## config.mk

```make
export PLATFORM = sky130hd
export DESIGN_NAME = example_bus_arbiter
export DESIGN_NICKNAME = d
export VERILOG_FILES = /design/src/rtl/example_bus_arbiter.sv
export SDC_FILE = /design/constraint.sdc
export NUM_CORES = 1
export LEC_CHECK = 0
export BUFFER_PORTS_ARGS = -buffer_cell sky130_fd_sc_hd__buf_2
export CAP_MARGIN = 10
export CORE_MARGIN = 1.5
export CORE_UTILIZATION = 40
export CTS_CLUSTER_DIAMETER = 60
export DETAILED_ROUTE_END_ITERATION = 12
export PLACE_DENSITY = 0.8
export SKIP_CTS_REPAIR_TIMING = 1
export SLEW_MARGIN = 20
export SYNTH_ARGS = -nofsm -noshare
export SYNTH_HDL_FRONTEND = slang
export SYNTH_SLANG_ARGS = --single-unit
```

## constraint.sdc

```tcl
create_clock -name example_clk -period 2 [get_ports example_clk]
set_input_delay 0.4 -clock example_clk [delete_from_list [all_inputs] [get_ports example_clk]]
set_output_delay 0.4 -clock example_clk [all_outputs]
set_load 0.03 [all_outputs]
```

## src/rtl/example_bus_arbiter.sv

```systemverilog
`timescale 1ns/1ps
// -----------------------------------------------------------------------------
// example_bus_arbiter
//
// Round-robin arbiter for the shared datapath output bus. One requester at a
// time owns the bus. Its data and valid are forwarded onto the bus
// combinationally. A tenure is capped at MAX_HOLD accepted beats, but only when
// somebody else is waiting. Every release is followed by one dead (GAP) cycle
// for bus turnaround.
//
// Parameters
//   NREQ      number of requesters (2..8)
//   PAR0      shared data bus width
//   MAX_HOLD  accepted beats per grant before forced release (>= 1)
//   CW        hold counter width (derived)
//   IW        owner index width (derived)
//
// Ports
//   example_clk    in   clock, rising edge
//   example_rst_n  in   asynchronous active-low reset
//   req            in   NREQ request lines, held for the whole tenure
//   req_data       in   packed data, requester i at [i*PAR0 +: PAR0]
//   gnt            out  registered one-hot grant (or zero)
//   bus_vld        out  |(gnt & req)
//   bus_data       out  current owner's data, zero when nothing is granted
//   bus_rdy        in   datapath accepts a beat on bus_vld & bus_rdy
//   bus_owner      out  index of current or most recent owner
//   preempt        out  one-cycle pulse when a tenure is cut by MAX_HOLD
// -----------------------------------------------------------------------------
module example_bus_arbiter #(
    parameter int NREQ     = 4,
    parameter int PAR0     = 16,
    parameter int MAX_HOLD = 8,
    parameter int CW       = $clog2(MAX_HOLD + 1),
    parameter int IW       = $clog2(NREQ)
) (
    input  logic                 example_clk,
    input  logic                 example_rst_n,
    input  logic [NREQ-1:0]      req,
    input  logic [NREQ*PAR0-1:0] req_data,
    output logic [NREQ-1:0]      gnt,
    output logic                 bus_vld,
    output logic [PAR0-1:0]      bus_data,
    input  logic                 bus_rdy,
    output logic [IW-1:0]        bus_owner,
    output logic                 preempt
);

    typedef enum logic [1:0] {
        ST_IDLE = 2'd0,
        ST_BUSY = 2'd1,
        ST_GAP  = 2'd2
    } state_t;

    localparam logic [NREQ-1:0] GNT_NONE  = {NREQ{1'b0}};
    localparam logic [NREQ-1:0] GNT_ONE   = {{(NREQ-1){1'b0}}, 1'b1};
    localparam logic [CW-1:0]   HOLD_ZERO = {CW{1'b0}};
    localparam logic [CW-1:0]   HOLD_ONE  = CW'(1);
    localparam logic [CW-1:0]   HOLD_LAST = CW'(MAX_HOLD - 1);
    localparam logic [IW-1:0]   IDX_ZERO  = {IW{1'b0}};
    localparam logic [IW-1:0]   IDX_ONE   = IW'(1);
    localparam logic [IW-1:0]   IDX_LAST  = IW'(NREQ - 1);

    // First set request at or above ptr, wrapping modulo NREQ. The request
    // vector is doubled and shifted so bit 0 lines up with ptr, which keeps
    // the search to a constant-index scan.
    function automatic logic [IW-1:0] rr_pick(input logic [NREQ-1:0] r,
                                              input logic [IW-1:0]   p);
        logic [2*NREQ-1:0] rot;
        logic [IW-1:0]     win;
        logic              found;
        rot   = {r, r} >> p;
        win   = p;
        found = 1'b0;
        for (int k = 0; k < NREQ; k++) begin
            if (!found && rot[k]) begin
                win   = IW'((int'(p) + k) % NREQ);
                found = 1'b1;
            end else begin
                win   = win;
                found = found;
            end
        end
        return win;
    endfunction

    state_t            state_r,    state_s;
    logic [NREQ-1:0]   gnt_r,      gnt_s;
    logic [IW-1:0]     owner_r,    owner_s;
    logic [IW-1:0]     ptr_r,      ptr_s;
    logic [CW-1:0]     hold_cnt_r, hold_cnt_s;
    logic              preempt_r,  preempt_s;

    logic [IW-1:0]     pick_s;
    logic [IW-1:0]     next_ptr_s;
    logic              bus_vld_s;
    logic              others_s;
    logic [PAR0-1:0]   bus_data_s;

    assign pick_s     = rr_pick(req, ptr_r);
    assign next_ptr_s = (owner_r == IDX_LAST) ? IDX_ZERO : (owner_r + IDX_ONE);
    // The owner's request is the only one that can reach the bus.
    assign bus_vld_s  = |(gnt_r & req);
    assign others_s   = |(req & ~gnt_r);

    // Data mux: owner's slice, forced to zero whenever no grant is held.
    always_comb begin
        bus_data_s = {PAR0{1'b0}};
        for (int i = 0; i < NREQ; i++) begin
            bus_data_s = bus_data_s |
                ({PAR0{(owner_r == IW'(i)) && (|gnt_r)}} & req_data[i*PAR0 +: PAR0]);
        end
    end

    // Next-state, grant, pointer and hold-counter decisions.
    always_comb begin
        state_s    = state_r;
        gnt_s      = gnt_r;
        owner_s    = owner_r;
        ptr_s      = ptr_r;
        hold_cnt_s = hold_cnt_r;
        preempt_s  = 1'b0;
        case (state_r)
            // IDLE and GAP arbitrate identically; only GAP was forced dead.
            ST_IDLE, ST_GAP: begin
                if (|req) begin
                    state_s    = ST_BUSY;
                    gnt_s      = GNT_ONE << pick_s;
                    owner_s    = pick_s;
                    hold_cnt_s = HOLD_ZERO;
                end else begin
                    state_s    = ST_IDLE;
                    gnt_s      = GNT_NONE;
                end
            end
            ST_BUSY: begin
                // A dropped owner request wins over a same-cycle preemption;
                // with req low there is no valid beat to count anyway.
                if (!bus_vld_s) begin
                    state_s    = ST_GAP;
                    gnt_s      = GNT_NONE;
                    ptr_s      = next_ptr_s;
                    hold_cnt_s = HOLD_ZERO;
                end else if (bus_rdy) begin
                    if (hold_cnt_r == HOLD_LAST) begin
                        if (others_s) begin
                            state_s    = ST_GAP;
                            gnt_s      = GNT_NONE;
                            ptr_s      = next_ptr_s;
                            preempt_s  = 1'b1;
                            hold_cnt_s = HOLD_ZERO;
                        end else begin
                            // Nobody waiting: start a fresh quota, keep bus.
                            hold_cnt_s = HOLD_ZERO;
                        end
                    end else begin
                        hold_cnt_s = hold_cnt_r + HOLD_ONE;
                    end
                end else begin
                    hold_cnt_s = hold_cnt_r;
                end
            end
            default: begin
                state_s    = ST_IDLE;
                gnt_s      = GNT_NONE;
                hold_cnt_s = HOLD_ZERO;
            end
        endcase
    end

    // State and output registers with asynchronous clear.
    always_ff @(posedge example_clk or negedge example_rst_n) begin
        if (!example_rst_n) begin
            state_r    <= ST_IDLE;
            gnt_r      <= GNT_NONE;
            owner_r    <= IDX_ZERO;
            ptr_r      <= IDX_ZERO;
            hold_cnt_r <= HOLD_ZERO;
            preempt_r  <= 1'b0;
        end else begin
            state_r    <= state_s;
            gnt_r      <= gnt_s;
            owner_r    <= owner_s;
            ptr_r      <= ptr_s;
            hold_cnt_r <= hold_cnt_s;
            preempt_r  <= preempt_s;
        end
    end

    assign gnt       = gnt_r;
    assign bus_owner = owner_r;
    assign preempt   = preempt_r;
    assign bus_vld   = bus_vld_s;
    assign bus_data  = bus_data_s;

endmodule

```

==> results of run 1 <==
-- final cells by class --
class	count	area [um^2]
inverters	8	30.0
flip-flops and latches	15	380
fillers	265	995
multi-input cells	117	987
repair buffers	104	579
well taps	44	55.1
clock buffers	4	26.3
-- synth_stat cells (all sizes together) --
library cell and number:
and2 1, a221o 1, nor3 1, mux2 2, a32o 1, nor3b 1
ha 5, nand2 20, inv 8, or4b 1, nor2b 11, o22ai 4
clkbuf 2, nand2b 1, a21oi 4, o22a 1, mux2i 2, a311oi 1
nand3 1, a211o 1, a22oi 34, nand4 1, or2 1, o21ai 2
dfrtp 15, buf 7, o41ai 1, a22o 2, o21bai 1, and4b 1
nor2 6, o31ai 1, o2bb2ai 2, a21boi 1, nor4 2, a221oi 1
-- power groups by stage --
stage | logic (W) | clock network [W] | registers, W
2_1_floorplan | 0.00164 | 0 | 0.000640
3_3_place_gp | 0.00234 | 0 | 0.000525
6_report | 0.00281 | 0.000173 | 0.000527
5_1_grt | 0.00301 | 0.000188 | 0.000544
4_1_cts | 0.00238 | 0.000175 | 0.000527
3_5_place_dp | 0.00237 | 0 | 0.000531
-- worst paths after layout --
path	from	to	slack, ps	depth (start not counted)
worst max register to register	gnt[0]	hold_cnt_r[3]	270	5
worst max-delay path	gnt[0]	bus_data[1]	-270	6
worst min-delay path	example_rst_n	hold_cnt_r[1]	-5	1
max in group asynchronous	example_rst_n	bus_owner[1]	1730	1
worst min register to register	hold_cnt_r[1]	hold_cnt_r[1]	550	2
min in group example_clk	hold_cnt_r[1]	hold_cnt_r[1]	550	2
-- state kept, by name (all words and copies together), names as in the netlist --
| register | count |
|---|---|
| bus_owner | 2 |
| ptr_r | 2 |
| gnt | 4 |
| preempt | 1 |
| state_r | 2 |
| hold_cnt_r | 4 |
-- metrics by stage --
stage / setup slack, ps / instance area, um^2
6_report: -271 / 2060
5_1_grt: -343 / 2060
4_1_cts: -773 / 1890
3_5_place_dp: -498 / 1860
3_3_place_gp: -429 / 1860
2_1_floorplan: 34.5 / 1330
-- cells by family (layout without fill, tap and decap cells) --
kind of cell | count (synthesis) | after routing | share of synthesized area
compound gates | 58 | 58 | 0.353
fa+ha+maj | 5 | 5 | 0.0487
buf+inv | 17 | 116 | 0.0613
flops | 15 | 15 | 0.292
mux | 4 | 4 | 0.0389
simple gates | 48 | 50 | 0.205
-- layout by cell type (no fill, tap or decap), drive strengths merged, types with 2 or more instances in the layout --
cell / count
nor4: 2
a22oi: 34
nor2b: 13
clkbuf: 5
inv: 8
o2bb2ai: 2
buf: 103
nor2: 6
o22ai: 4
mux2i: 2
a22o: 2
o21ai: 2
mux2: 2
ha: 5
a21oi: 4
nand2: 20
dfrtp: 15
-- worst max-delay path, cell delays in order, from the launching register on --
cell     delay [ps]
dfrtp_2         430
nor4_4          390
buf_6           190
nor2b_4          80
a22oi_1         270
nand2_2          50
buf_2           180
-- metal layers --
layer | track usage | vias to the layer above | share of wire
li1 | - | 769 | -
met3 | 0.0260 | 6 | 0.060
met4 | 0.0603 | 0 | 0.010
met2 | 0.388 | 58 | 0.52
met1 | 0.254 | 761 | 0.41
met5 | 0 | - | 0
==> results_dict.tcl, run 1 <==
set metrics [dict create \
    nNetsFinal 325 \
    cts_tree "done" \
    worst_hold_slack_ps -5.10 \
    ys_top_cells_by_area "dfrtp_1 (29%), a22oi_1 (20%), nand2_1 (5.6%)" \
    seqPwrFrac 0.150 \
    grt-ovfl-total 0 \
    num_vias 1594 \
    gp_congestion 0.812 \
    route.detailed.drc 0 \
    fmax_mhz 440 \
    cellLeakagePower_nw 1.03 \
    yosys_warnings 0 \
    viasPerCell 5.46 \
    numPortBuffers 94 \
    die_x_um 59.7 \
    wl_per_cell_um 14.5 \
    critPathArrivalTime_ps 1870 \
    synthDistinctLibCells 40 \
    status "finished with violations" \
    pwr-share-comb 0.800 \
    finalSetupTns_ps -3550 \
    netlist_instances 147 \
    clock_skew_ps 7.84 \
    core-area_um2 3050 \
    cts_buffers 3 \
    rsz0062_at_grt "yes" \
    layout-drive-gt1-share 0.609 \
    path_class "flip-flop to output port" \
    path_clk_slew_ps 90 \
    initialDrtViolationCount 81 \
    max-cap-violations 0 \
    report.final.hold_viol_count 7 \
    synth_seq_cells 15 \
    dpl.cell_count 283 \
    relSlewSlack 0.689 \
    synthesis.nets 223 \
    ant_nets 0 \
    finalWorstSetupSlack_ps -271 \
    area_growth_syn_to_layout_pct 60.2 \
    row_count 20 \
    finalCriticalPeriod_ps 2270 \
    min_path_type "primary input to asynchronous set/reset pin" \
    power.density_nw_per_um2 1700 \
    synth_area_leader_cell "dfrtp_1" \
    violations "negative hold slack, negative setup slack" \
    tightest_slew_ps 467 \
    critPathCaptureType "output port" \
    finalCritPeriodShare 1.14 \
    track_usage 0.211 \
    grt_pass1_wl_um 5840 \
    clk_path_buf_depth 2 \
    io_pins 95 \
    yosys.area.top_type_share 0.292 \
    swShare 0.547 \
    wl_um 4230 \
    netlist_area_um2 1280 \
    final_util 0.674 \
    critPathMaxFanout 8 \
    dp_hpwl_um 3050 \
    start_kind "flip-flop" \
    power_frac_clock 0.049 \
    dr.pass1.iters 5 \
    p_sw_w 0.00192 \
    slew_violations 0 \
    start_util 0.421 \
    antenna_found_initial 0 \
    clock_latency_ps 290 \
    avgSynthCellArea_um2 8.74 \
    dieArea_um2 3560 \
    grt_pass1_vias 1396 \
    grt_max_degree 17 \
    antenna_cells 0 \
    irDropWorstVdd_mv 0.959 \
    p_int_w 0.00159 \
    die_h_um 59.7 \
    yosysSeqAreaShare 0.292 \
    instances_no_fill 292 \
    setup_viol 16 \
    cts-root-buf "clkbuf_4" \
    worstPathRequired_ps 1600 \
    h-tree-depth 1 \
    cts_sinks 15 \
    power_w 0.00351 \
]
Power figures use the tool's default switching activity.
==> run 2: changes to the inputs <==
--- a/config.mk
+++ b/config.mk
@@ -11,7 +11,8 @@
 export CORE_UTILIZATION = 40
 export CTS_CLUSTER_DIAMETER = 60
 export DETAILED_ROUTE_END_ITERATION = 12
-export PLACE_DENSITY = 0.8
+export PLACE_DENSITY = 0.77
+export RECOVER_POWER = 100
 export SKIP_CTS_REPAIR_TIMING = 1
 export SLEW_MARGIN = 20
 export SYNTH_ARGS = -nofsm -noshare
==> run 2 against run 1 <==
Effect of this change: the run ends with negative setup slack left; core utilization is 5.9 points higher; clock skew up 1.4 ps; non-clock buffer count grew 1; clock power barely moved; sequential power up 0.9%; largest power group unchanged.
==> results_dict.tcl, run 2 (synthesized netlist as in run 1, its figures left out) <==
set metrics [dict create \
    status "finished with violations" \
    violations "negative setup slack" \
    place_area_um2 1860 \
    max-cap-violations 0 \
    ant_nets 0 \
    track_usage 0.204 \
    start_kind "flip-flop" \
    relSlewSlack 0.447 \
    gp_congestion 0.798 \
    min_path_type "primary input to asynchronous set/reset pin" \
    cts_sinks 15 \
    grt-ovfl-total 0 \
    antenna_found_initial 0 \
    mostFrequentLayoutCells "buf_2 (70), a22oi_2 (31), buf_6 (17), nand2_2 (14), dfrtp_1 (11)" \
    finalCritPeriodShare 1.13 \
    wl_per_cell_um 16.8 \
    grt_pass1_wl_um 5710 \
    route.detailed.drc 0 \
    grt_max_degree 17 \
    core-area_um2 3050 \
    cellLeakagePower_nw 1.03 \
    viasPerCell 5.71 \
    power_w 0.00401 \
    fmax_mhz 442 \
    io_pins 95 \
    num_vias 1667 \
    start_util 0.421 \
    initialDrtViolationCount 98 \
    row_count 20 \
    worstPathRequired_ps 1600 \
    power.density_nw_per_um2 1790 \
    finalCriticalPeriod_ps 2260 \
    area_growth_syn_to_layout_pct 74.3 \
    setup_viol 16 \
    crit_start "gnt[1]" \
    nNetsFinal 325 \
    wl_um 4910 \
    slew_violations 0 \
    clk_path_buf_depth 2 \
    die_x_um 59.7 \
    finalWorstSetupSlack_ps -260 \
    finalInstanceArea_um2 2240 \
    critPathCaptureType "output port" \
    cts-root-buf "clkbuf_4" \
    critPathMaxFanout 16 \
    timing.rr.start "gnt[2]" \
    path_clk_slew_ps 90 \
    critPathArrivalTime_ps 1860 \
    h-tree-depth 1 \
    dieArea_um2 3560 \
    clock_latency_ps 280 \
    layout_commonest_cell "buf_2" \
    report.final.hold_viol_count 0 \
    dp_hpwl_um 3100 \
    rsz0062_at_grt "yes" \
    cts_tree "done" \
    die_h_um 59.7 \
    final_util 0.734 \
    path_class "flip-flop to output port" \
    irDropWorstVdd_mv 0.842 \
    numPortBuffers 94 \
    clock_skew_ps 9.23 \
    tightest_slew_ps 829 \
    grt_pass1_vias 1366 \
    worst_hold_slack_ps 180 \
    cts_buffers 3 \
    layout-drive-gt1-share 0.641 \
    antenna_cells 0 \
    dr.pass1.iters 4 \
]
## run 2: final timing paths
check | to | slack, ps | depth (start not counted)
max | bus_data[10] | -260 | 7
min | ptr_r[0] | 180 | 1
max reg2reg | ptr_r[0] | 140 | 5
min reg2reg | hold_cnt_r[3] | 550 | 1
max in group asynchronous | gnt[0] | 1240 | 1
min in group example_clk | hold_cnt_r[3] | 550 | 1
## run 2: per-stage QoR
step,std cells,TNS [ps],setup WS [ps]
after global placement,283,-6780,-467
after floorplan,147,0,34.5
after detailed placement,283,-7730,-529
final,292,-3000,-260
after CTS,287,-12840,-847
after global routing,292,-3830,-325
## run 2: power by group
part           switching (W)  internal (W)  total, W
Clock              0.0000955     0.0000774  0.000173
Combinational        0.00186       0.00145   0.00331
Sequential          0.000118      0.000414  0.000532
Total                0.00207       0.00194   0.00401
## run 2: layout make-up
type | count | area [um^2]
clock buffer | 4 | 26.3
inverter | 8 | 30.0
sequential | 15 | 380
multi-input combinational | 116 | 1070
timing repair buffer | 105 | 681
fill | 258 | 813
tap | 44 | 55.1
## run 2: layer usage
| metal | GRT usage | part of all wire | vias up |
|---|---|---|---|
| li1 | - | - | 763 |
| met1 | 0.244 | 0.39 | 791 |
| met2 | 0.376 | 0.51 | 93 |
| met3 | 0.0281 | 0.080 | 20 |
| met4 | 0.0571 | 0.018 | 0 |
| met5 | 0 | 0 | - |
## run 2: critical path, stage by stage, from the launching register on
cell	delay, ps
dfrtp_2	440
nor4_4	260
buf_6	190
nor2b_4	60
buf_12	150
a22oi_1	210
nand2_1	110
buf_6	150
==> run 3: changes to the inputs <==
--- a/config.mk
+++ b/config.mk
@@ -5,13 +5,14 @@
 export SDC_FILE = /design/constraint.sdc
 export NUM_CORES = 1
 export LEC_CHECK = 0
+export ABC_AREA = 1
 export BUFFER_PORTS_ARGS = -buffer_cell sky130_fd_sc_hd__buf_2
-export CAP_MARGIN = 10
+export CAP_MARGIN = 20
 export CORE_MARGIN = 1.5
-export CORE_UTILIZATION = 40
+export CORE_UTILIZATION = 44
 export CTS_CLUSTER_DIAMETER = 60
 export DETAILED_ROUTE_END_ITERATION = 12
-export PLACE_DENSITY = 0.77
+export PLACE_DENSITY = 0.78
 export RECOVER_POWER = 100
 export SKIP_CTS_REPAIR_TIMING = 1
 export SLEW_MARGIN = 20
==> run 3 against run 2 <==
Effect of this change: clock skew fell by 8.4 ps; fmax rose by 4.4%; routed wire length fell by 1.3%; first-iteration DRC count fell by 40%; the flow still finishes with violations (negative setup slack); register-to-register slack improved by 180 ps; critical endpoint is now bus_data[1]; area after synthesis rose by 23%.
==> results_dict.tcl, run 3 <==
set metrics [dict create \
    status "finished with violations" \
    violations "negative setup slack" \
    finalInstanceArea_um2 2250 \
    cts_tree "done" \
    ant_nets 0 \
    gp_congestion 0.847 \
    h-tree-depth 1 \
    crit_chain "inv_2, nand4_1, nand2_2, clkinvlp_4, nand2_1, nand4_1, buf_2" \
    avgSynthCellArea_um2 6.07 \
    finalWorstSetupSlack_ps -165 \
    num_vias 2018 \
    slew_violations 0 \
    busiest_layer "met2" \
    synth.most_common_cell "nand2_1" \
    synth_area_leader_cell "nand2_1" \
    clock_latency_ps 280 \
    core-area_um2 3390 \
    min_path_type "primary input to asynchronous set/reset pin" \
    slowest_stage "dfrtp_1" \
    relSlewSlack 0.457 \
    finalSetupTns_ps -2230 \
    report.final.hold_viol_count 0 \
    place_area_um2 2080 \
    critPathMaxStageDelay_ps 420 \
    track_usage 0.232 \
    critPathMaxFanout 8 \
    initialDrtViolationCount 59 \
    grt-ovfl-total 0 \
    ys_top_cells_by_area "nand2_1 (29%), dfrtp_1 (24%), nand4_1 (7.1%)" \
    yosys.area.top_type_share 0.291 \
    register_area_um2 375 \
    die_h_um 63 \
    antenna_cells 0 \
    max-cap-violations 0 \
    grt_max_degree 17 \
    synth_seq_cells 15 \
    clk_path_buf_depth 2 \
    path_class "flip-flop to output port" \
    dp_hpwl_um 3750 \
    yosysSeqAreaShare 0.237 \
    start_util 0.467 \
    synthFlopType "dfrtp_1" \
    crit_family "simple AND/OR/NAND/NOR gates" \
    grt_pass1_vias 1796 \
    critPathArrivalTime_ps 1760 \
    grt_use_met2 0.423 \
    worstPathRequired_ps 1600 \
    wl_per_cell_um 11.9 \
    antenna_found_initial 0 \
    power.density_nw_per_um2 1500 \
    synthDistinctLibCells 22 \
    synthesis.nets 337 \
    layout_commonest_cell "nand2_1" \
    cts-root-buf "clkbuf_4" \
    finalCriticalPeriod_ps 2160 \
    grt_pass1_wl_um 7620 \
    row_count 21 \
    numPortBuffers 94 \
    crit_buf_inv 3 \
    nNetsFinal 439 \
    worst_hold_slack_ps 177 \
    yosys_warnings 0 \
    wl_um 4840 \
    rsz0062_at_grt "yes" \
    finalCritPeriodShare 1.08 \
    tightest_slew_ps 814 \
    use_met1 0.279 \
    fmax_mhz 462 \
    path_clk_slew_ps 80 \
    synth_edf_count 0 \
    start_kind "flip-flop" \
    dpl.cell_count 397 \
    cellLeakagePower_nw 1.26 \
    dr.pass1.iters 5 \
    instances_no_fill 408 \
    layout-drive-gt1-share 0.398 \
    cts_sinks 15 \
    cts_buffers 3 \
    met3_usage 0.0342 \
    area_growth_syn_to_layout_pct 42.3 \
    route.detailed.drc 0 \
    fill_cells 310 \
    setup_viol 16 \
    netlist_instances 261 \
    power_w 0.00337 \
    irDropWorstVdd_mv 0.703 \
    io_pins 95 \
    cp_common_cell "nand4_1" \
    netlist_area_um2 1580 \
    synthTopCellsByCount "nand2_1 (123), inv_1 (25), nand4_1 (18)" \
    critPathCaptureType "output port" \
    clock_skew_ps 0.830 \
    die_x_um 63 \
    synthArstFlopShare 1.00 \
    mostFrequentLayoutCells "nand2_1 (121), buf_2 (83), inv_1 (18), nand4_1 (18), nand3_1 (16)" \
    dieArea_um2 3970 \
    viasPerCell 4.95 \
    multi_input_area_um2 1060 \
]
run 3: cell types whose count changed after synthesis, moves of 4 or more:
cell / delta
nand2_4: +4
nand2_1: +104
a22oi_1: -34
inv_1: +17
nand2_2: +12
nand3_2: +5
nand3_1: +15
nor2b_1: -10
nand4_1: +17
inv_2: +4
run 3: worst reg2reg max path, delay by kind of cell (launching register included):
family,cells,cell delay (ps)
simple gates,9,800
buf+inv,2,300
flops,1,470
run 3: power by group:
group / internal (W) / leakage, nW / switching, W
clock network: 0.0000775 / 0.0150 / 0.0000936
registers: 0.000395 / 0.196 / 0.000114
logic: 0.000949 / 1.05 / 0.00175
total: 0.00142 / 1.26 / 0.00195
run 3: cell families (layout without fill, tap and decap cells):
| kind of cell | after synthesis | in the layout | synth area share |
|---|---|---|---|
| xor gates and xnor gates | 3 | 3 | 0.0166 |
| buffers and inverters | 36 | 137 | 0.0979 |
| and+or+nand+nor | 191 | 191 | 0.569 |
| DFF | 15 | 15 | 0.237 |
| adders and majority gates | 5 | 5 | 0.0395 |
| AOI/OAI and AO/OA | 11 | 11 | 0.0403 |
run 3: stage by stage:
step,worst slack [ps],util
4_1_cts,-263,0.623
5_1_grt,-326,0.665
2_1_floorplan,12.0,-
3_3_place_gp,83.8,0.615
3_5_place_dp,62.1,0.615
6_report,-165,0.665
run 3: per-layer routing:
layer / routed length (um) / share of wire / vias up
li1: - / - / 1026
met1: 1990 / 0.41 / 910
met2: 2450 / 0.51 / 71
met3: 295 / 0.061 / 11
met4: 105 / 0.022 / 0
met5: 0 / 0 / -
run 3: cell type report:
| type | count | share of cell area |
|---|---|---|
| Sequential cell | 15 | 0.166 |
| Tap cell | 46 | 0.0255 |
| Multi-Input combinational cell | 210 | 0.469 |
| Timing Repair inverter | 1 | 0.00333 |
| Inverter | 30 | 0.0549 |
| Clock buffer | 4 | 0.0117 |
| Timing Repair Buffer | 102 | 0.269 |
run 3: worst paths after layout:
check	slack, ps	cells past startpoint	end	start
worst max register to register	320	11	gnt[3]	ptr_r[0]
max in group asynchronous	1320	1	gnt[1]	example_rst_n
min in group example_clk	370	3	preempt	bus_rdy
worst max-delay path	-160	7	bus_data[1]	gnt[3]
worst min-delay path	180	1	hold_cnt_r[1]	example_rst_n
worst min register to register	540	2	hold_cnt_r[1]	hold_cnt_r[1]
